File: config.mk
export PLATFORM = sky130hd
export DESIGN_NAME = inst_cache
export DESIGN_NICKNAME = d
export VERILOG_FILES = /design/src/rtl/inst_cache_pkg.sv /design/src/rtl/inst_cache_line_array.sv /design/src/rtl/inst_cache.sv
export SDC_FILE = /design/constraint.sdc
export NUM_CORES = 2
export LEC_CHECK = 0
export BUFFER_PORTS_ARGS = -buffer_cell sky130_fd_sc_hd__buf_2
export CAP_MARGIN = 0
export CORE_ASPECT_RATIO = 0.75
export CORE_MARGIN = 10
export CORE_UTILIZATION = 50
export DETAILED_ROUTE_END_ITERATION = 8
export PLACE_DENSITY_LB_ADDON = 0.08
export SYNTH_ARGS = -nofsm -noshare
export SYNTH_HDL_FRONTEND = slang
export SYNTH_SLANG_ARGS = --single-unit
File: constraint.sdc
create_clock -name clk_in -period 5.34 [get_ports clk_in]
set_clock_uncertainty 0.05 [all_clocks]
set_input_delay 0.267 -clock clk_in [delete_from_list [all_inputs] [get_ports clk_in]]
set_output_delay 0.267 -clock clk_in [all_outputs]
set_load 0.02 [all_outputs]
File: src/rtl/inst_cache_pkg.sv
// Shared sizing, FSM encoding and helpers for the direct-mapped instruction cache.
package inst_cache_pkg;

    localparam int unsigned IC_ADDR_WIDTH      = 32;
    localparam int unsigned IC_INDEX_WIDTH_DEF = 6;

    typedef enum logic {
        IC_IDLE  = 1'b0,
        IC_FETCH = 1'b1
    } ic_state_e;

    // Tag width left over once the word offset and line index are stripped.
    function automatic int unsigned ic_tag_width(input int unsigned index_w);
        return IC_ADDR_WIDTH - index_w - 2;
    endfunction

endpackage

File: src/rtl/inst_cache_line_array.sv
// Valid/tag/data storage: combinational read port, synchronous write port.
// Valid bits are flops so a single reset cycle empties the cache.
module inst_cache_line_array
    import inst_cache_pkg::*;
#(
    parameter int unsigned INDEX_W = IC_INDEX_WIDTH_DEF,
    parameter int unsigned TAG_W   = ic_tag_width(IC_INDEX_WIDTH_DEF)
) (
    input  logic               clk_i,
    input  logic               rst_i,
    input  logic [INDEX_W-1:0] rd_idx_i,
    output logic               rd_valid_o,
    output logic [TAG_W-1:0]   rd_tag_o,
    output logic [31:0]        rd_data_o,
    input  logic               we_i,
    input  logic [INDEX_W-1:0] wr_idx_i,
    input  logic [TAG_W-1:0]   wr_tag_i,
    input  logic [31:0]        wr_data_i
);

    localparam int unsigned LINES = 2 ** INDEX_W;

    logic [LINES-1:0] valid_q;
    logic [TAG_W-1:0] tag_q  [LINES];
    logic [31:0]      data_q [LINES];

    always_ff @(posedge clk_i) begin
        if (rst_i) begin
            valid_q <= '0;
        end else if (we_i) begin
            valid_q[wr_idx_i] <= 1'b1;
        end
    end

    // Tag/data need no reset: they are only observed through a set valid bit.
    always_ff @(posedge clk_i) begin
        if (we_i) begin
            tag_q[wr_idx_i]  <= wr_tag_i;
            data_q[wr_idx_i] <= wr_data_i;
        end
    end

    assign rd_valid_o = valid_q[rd_idx_i];
    assign rd_tag_o   = tag_q[rd_idx_i];
    assign rd_data_o  = data_q[rd_idx_i];

endmodule

File: src/rtl/inst_cache.sv
// Direct-mapped, one-word-per-line instruction cache with a single outstanding
// refill. Hits are answered combinationally for whatever PC is presented.
module inst_cache
    import inst_cache_pkg::*;
#(
    parameter int unsigned IC_INDEX_WIDTH = IC_INDEX_WIDTH_DEF
) (
    input  logic        clk_in,
    input  logic        rst_in,
    input  logic        rdy_in,
    input  logic        clr_in,
    input  logic [31:0] iu_to_ic_pc,
    output logic        ic_to_iu_ready,
    output logic [31:0] ic_to_iu_inst,
    output logic        ic_to_mc_valid,
    output logic [31:0] ic_to_mc_addr,
    input  logic        mc_to_ic_ready,
    input  logic [31:0] mc_to_ic_inst
);

    localparam int unsigned TAG_W = ic_tag_width(IC_INDEX_WIDTH);

    ic_state_e   state_q;
    logic        mc_valid_q;
    logic [31:0] mc_addr_q;

    logic [IC_INDEX_WIDTH-1:0] rd_idx;
    logic [TAG_W-1:0]          pc_tag;
    logic                      rd_valid;
    logic [TAG_W-1:0]          rd_tag;
    logic [31:0]               rd_data;
    logic                      hit;
    logic                      fill_en;

    assign rd_idx = iu_to_ic_pc[IC_INDEX_WIDTH+1:2];
    assign pc_tag = iu_to_ic_pc[31:IC_INDEX_WIDTH+2];

    assign hit     = rd_valid && (rd_tag == pc_tag) && rdy_in && !rst_in;
    assign fill_en = (state_q == IC_FETCH) && mc_to_ic_ready && rdy_in && !rst_in;

    inst_cache_line_array #(
        .INDEX_W (IC_INDEX_WIDTH),
        .TAG_W   (TAG_W)
    ) u_lines (
        .clk_i      (clk_in),
        .rst_i      (rst_in),
        .rd_idx_i   (rd_idx),
        .rd_valid_o (rd_valid),
        .rd_tag_o   (rd_tag),
        .rd_data_o  (rd_data),
        .we_i       (fill_en),
        .wr_idx_i   (mc_addr_q[IC_INDEX_WIDTH+1:2]),
        .wr_tag_i   (mc_addr_q[31:IC_INDEX_WIDTH+2]),
        .wr_data_i  (mc_to_ic_inst)
    );

    // Refill FSM; the request address register doubles as the fill target.
    always_ff @(posedge clk_in) begin
        if (rst_in) begin
            state_q    <= IC_IDLE;
            mc_valid_q <= 1'b0;
            mc_addr_q  <= '0;
        end else if (rdy_in) begin
            case (state_q)
                IC_IDLE: begin
                    if (!hit && !clr_in) begin
                        state_q    <= IC_FETCH;
                        mc_valid_q <= 1'b1;
                        mc_addr_q  <= iu_to_ic_pc & 32'hFFFF_FFFC;
                    end
                end
                IC_FETCH: begin
                    // A flush never cancels: the controller cannot abort a read.
                    if (mc_to_ic_ready) begin
                        state_q    <= IC_IDLE;
                        mc_valid_q <= 1'b0;
                    end
                end
                default: begin
                    state_q    <= IC_IDLE;
                    mc_valid_q <= 1'b0;
                end
            endcase
        end
    end

    assign ic_to_iu_ready = hit;
    assign ic_to_iu_inst  = hit ? rd_data : 32'h0;
    assign ic_to_mc_valid = mc_valid_q;
    assign ic_to_mc_addr  = mc_addr_q;

endmodule

==> summary.md <==
| Metric | Value |
|---|---|
| Vias in the first global route | `between 60000 and 70000` |
| Rows | `about 170` |
| Mean area per synthesized cell | `between 20 and 25 µm²` |
| Total track usage | `27.6%` |
| Timing startpoint of the critical path | `iu_to_ic_pc[6]` |
| Horiz. Die Dim | `634 µm` |
| RSZ-0062 raised after global routing | `no` |
| FFs w/ async S/R, synth | `0%` |
| Worst Reg2Reg Path Length in Cells | `13` |
| Post-synth top area share | `76.2%` |
| Number of DRC markers in iteration 0 | `~11000` |
| Area of the core region | `0.280 mm²` |
| Number of synthesized flops with an enable pin | `3584` |
| Hold Slack | `about 0.040 ns` |
| Via-per-instance ratio | `6.62` |
| Final hold violation count | `0` |
| Ratio of total power to cell area | `roughly 370 mW/mm²` |
| DR WL/cell | `39.2 µm` |
| Number of nets with antenna violations after detailed routing | `0` |
| Synth Cell Area | `0.141 mm²` |
| Maximum number of pins on one net before global-route repair | `112` |
| TritonCTS clock tree | `built` |
| Leftover overflow at the end of global routing | `0` |
| Total Wirelength | `about 430000 µm` |
| Internal power | `47.3 mW` |
| Flip-flop and latch count after synthesis | `approximately 3700` |
| Number of pins exceeding their max-slew limit in the final report | `0` |
| Area contributors post-synth | `edfxtp_1 (76%), mux4_2 (15%), mux2i_1 (2.4%), dfxtp_1 (1.4%), a22oi_1 (0.68%)` |
| Cells after Synth | `6267` |
| Outcome | `finished clean` |
| Required time of the critical path | `5.02 ns` |
| Last element of the critical path | `ic_to_iu_inst[24]` |
| CTS root buffer | `clkbuf_16` |
| Switch share | `a little over a fifth` |
| Layout net count | `around 6900` |
| Clock share of power | `42.3%` |
| Skew-Pair Late Insertion Delay | `0.90 ns` |
| Max-cap check violation count | `0` |
| Antenna violations before repair | `21` |
| Critical Path Fanout Max | `13` |
| Pre-antenna DRT Iters | `5` |
| H-tree depth | `5` |
| Share of power burned in registers | `53.2%` |
| Most frequent cell after synthesis | `edfxtp_1` |
| Beginning of the worst register-to-register path | `u_lines.tag_q[10][15]` |
| Layout cell share with drive strength beyond 1 | `28.9%` |
| Net switching component of the power | `roughly 12 mW` |
| Number of setup buffers added after CTS | `0` |
| Worst min-delay path class | `in2reg` |
| Crit path DAT | `4.91 ns` |
| Launching element type of the critical path | `input port` |
| IR Drop Worst-Case VDD | `about 310 µV` |
| Routability-driven placement congestion ratio | `0.825` |
| Tightest slew margin relative to the limit | `7.91%` |
| Period utilisation layout | `between 90% and 100%` |
| Buffers added on ports | `130` |
| Register area share after synthesis | `between 70% and 80%` |
| Register-to-register setup slack | `0.80 ns` |
| Fraction of power consumed by combinational cells | `4.4%` |
| Count of unique library cells instantiated by Yosys | `74` |
| Area growth from synthesis to layout | `14.4%` |
| Number of setup violations in the final report | `0` |
| Initial Utilization | `50.4%` |
| Main synth FF type | `edfxtp_1` |
| Most used standard cells in the synthesized netlist | `edfxtp_1 (3584), mux4_2 (914), mux2i_1 (339), nand2_1 (173), clkbuf_1 (141)` |
| Final critical delay including setup and external delays | `roughly 5.2 ns` |
| Clock buffer count from CTS | `~360` |
| Estimated wirelength of the detail-placed design | `approximately 230000 µm` |
| Clock sink total | `3680` |
| DRC viols | `0` |
| Endpoint of the worst register-to-register path | `ic_to_mc_addr[17]` |
| Type of destination of the critical path | `output pin` |
| Crit Path Category | `in2out` |
| Number of I/O pins | `135` |
| Worst setup timing slack at the placement stage | `0.139 ns` |
| Highest achievable clock rate | `0.191 GHz` |
| Yosys warns | `0` |
| Cell type with the highest aggregate area in the netlist | `edfxtp_1` |
| First-pass GRT wire length | `581000 µm` |
| Clock edge transition at the registers on the reported setup and hold paths | `~0.06 ns` |
| Count of filler cells inserted in the layout | `20400` |
| Maximum count of clock buffers along a single path | `4` |
| Total vias in the final route | `71900` |
| Standby leakage power | `50.3 nW` |
| Post-route worst setup slack | `0.112 ns` |
| Setup TNS | `0 ns` |
| Die ar. | `0.304 mm²` |
| Die Y-Extent | `480 µm` |
| Worst Tran Pin Value | `1.36 ns` |
worst min path at each step:
stage | slack, ns | start | endpoint | cells after the start
after CTS | 0.0004 | mc_to_ic_inst[0] | u_lines.data_q[16][0] | 1
final | 0.04 | mc_to_ic_inst[23] | u_lines.data_q[39][23] | 1
after detailed placement | 0.40 | u_lines.valid_q[26] | u_lines.valid_q[26] | 1
after global placement | 0.39 | u_lines.valid_q[2] | u_lines.valid_q[2] | 1
after floorplan | 0.32 | mc_to_ic_inst[0] | u_lines.data_q[0][0] | 0
after global routing | 0.07 | iu_to_ic_pc[4] | ic_to_mc_addr[4] | 4
state kept, by name, indices dropped and copies added (netlist names):
name / count
u_lines.data_q: 2048
u_lines.tag_q: 1536
u_lines.valid_q: 64
ic_to_mc_addr: 30
ic_to_mc_valid: 1
state_q: 1
routing by layer:
metal  vias to the layer above  global-route usage (%)  wire (µm)  part of all wire (%)
met1                     39500                    42.5     180000                    42
met3                       594                    6.16      45300                    11
li1                      27800                       -          -                     -
met2                      4062                    40.6     190000                    45
met5                         -                       0          0                     0
met4                         0                    6.33      10600                   2.5
cells in the final DEF (no fill, tap or decap), drive strengths merged, types with 9 or more instances in the layout:
cell type / Yosys / routed
edfxtp: 3584 / 3584
mux4: 914 / 914
buf: 209 / 499
clkbuf: 142 / 451
mux2i: 339 / 339
nand2: 173 / 173
clkinv: 0 / 146
a22oi: 128 / 128
nor2: 125 / 125
dfxtp: 96 / 96
nand3: 66 / 66
o21a: 60 / 60
dlygate4sd3: 0 / 54
a21oi: 51 / 51
nor2b: 44 / 44
bufinv: 0 / 36
mux2: 24 / 24
o22ai: 24 / 24
nand4: 22 / 22
o21ai: 21 / 21
inv: 10 / 17
a211oi: 16 / 16
and2: 15 / 15
a221oi: 14 / 14
o211ai: 13 / 13
or3: 13 / 13
and3: 12 / 12
a22o: 12 / 12
nand3b: 11 / 11
o31ai: 9 / 9
nor3: 9 / 9
cell type report:
class / instances / area [µm²] / area share (%)
Timing Repair Buffer: 553 / 5170 / 3.20
Sequential cell: 3680 / 110000 / 67.9
Inverter: 10 / 52.6 / 0.0325
Antenna cell: 5 / 12.5 / 0.00775
Tap cell: 3740 / 4680 / 2.90
Clock buffer: 451 / 9700 / 6.01
Multi-Input combinational cell: 2227 / 30400 / 18.8
Clock inverter: 196 / 1870 / 1.16
per-stage QoR:
| stage | power (mW) | instances | utilization [%] | area, µm² |
|---|---|---|---|---|
| floorplan | 33.9 | 6268 | - | 141000 |
| global route | 61.4 | 10900 | 57.6 | 161000 |
| finish | 59.8 | 10900 | 57.6 | 161000 |
| CTS | 60.1 | 10900 | 57.6 | 161000 |
| detailed placement | 35.0 | 10200 | 53.3 | 149000 |
| global placement | 35.0 | 10200 | 53.3 | 149000 |
repair_timing:
item,CTS,global route
setup endpoints to repair,18,6
hold endpoints to repair,35,0
resized for setup,3,7
hold buffers,54,0
pin swaps,0,0
kinds of logic (layout without fill, tap and decap cells):
group	after synthesis	after routing	share of synthesized area (%)
compound gates	403	403	2.06
xor+xnor	13	13	0.0806
buf+inv	361	1210	1.28
flops	3680	3680	77.6
mux	1277	1277	17.2
other cells	1	7	0.00266
simple gates	532	532	1.81
power groups by stage:
stage / registers (mW) / clock network [mW] / logic, mW
3_3_place_gp: 32.4 / 0 / 2.57
3_5_place_dp: 32.4 / 0 / 2.60
5_1_grt: 31.8 / 26.8 / 2.77
4_1_cts: 31.8 / 25.6 / 2.64
2_1_floorplan: 32.4 / 0 / 1.51
6_report: 31.8 / 25.3 / 2.64
critical path, cell delays in order:
cell           delay [ns]
dlygate4sd3_1        0.54
buf_4                0.25
buf_4                0.31
mux4_2               0.36
nand2_1              0.08
a21oi_1              0.20
a211o_1              0.33
or4_1                0.51
a211oi_1             0.35
buf_4                0.20
nand4_1              0.13
nor3_1               0.23
buf_4                0.15
nand3_4              0.11
buf_12               0.18
a311oi_1             0.29
buf_4                0.18
buf_2                0.17
(Power assumes the default switching activity.)
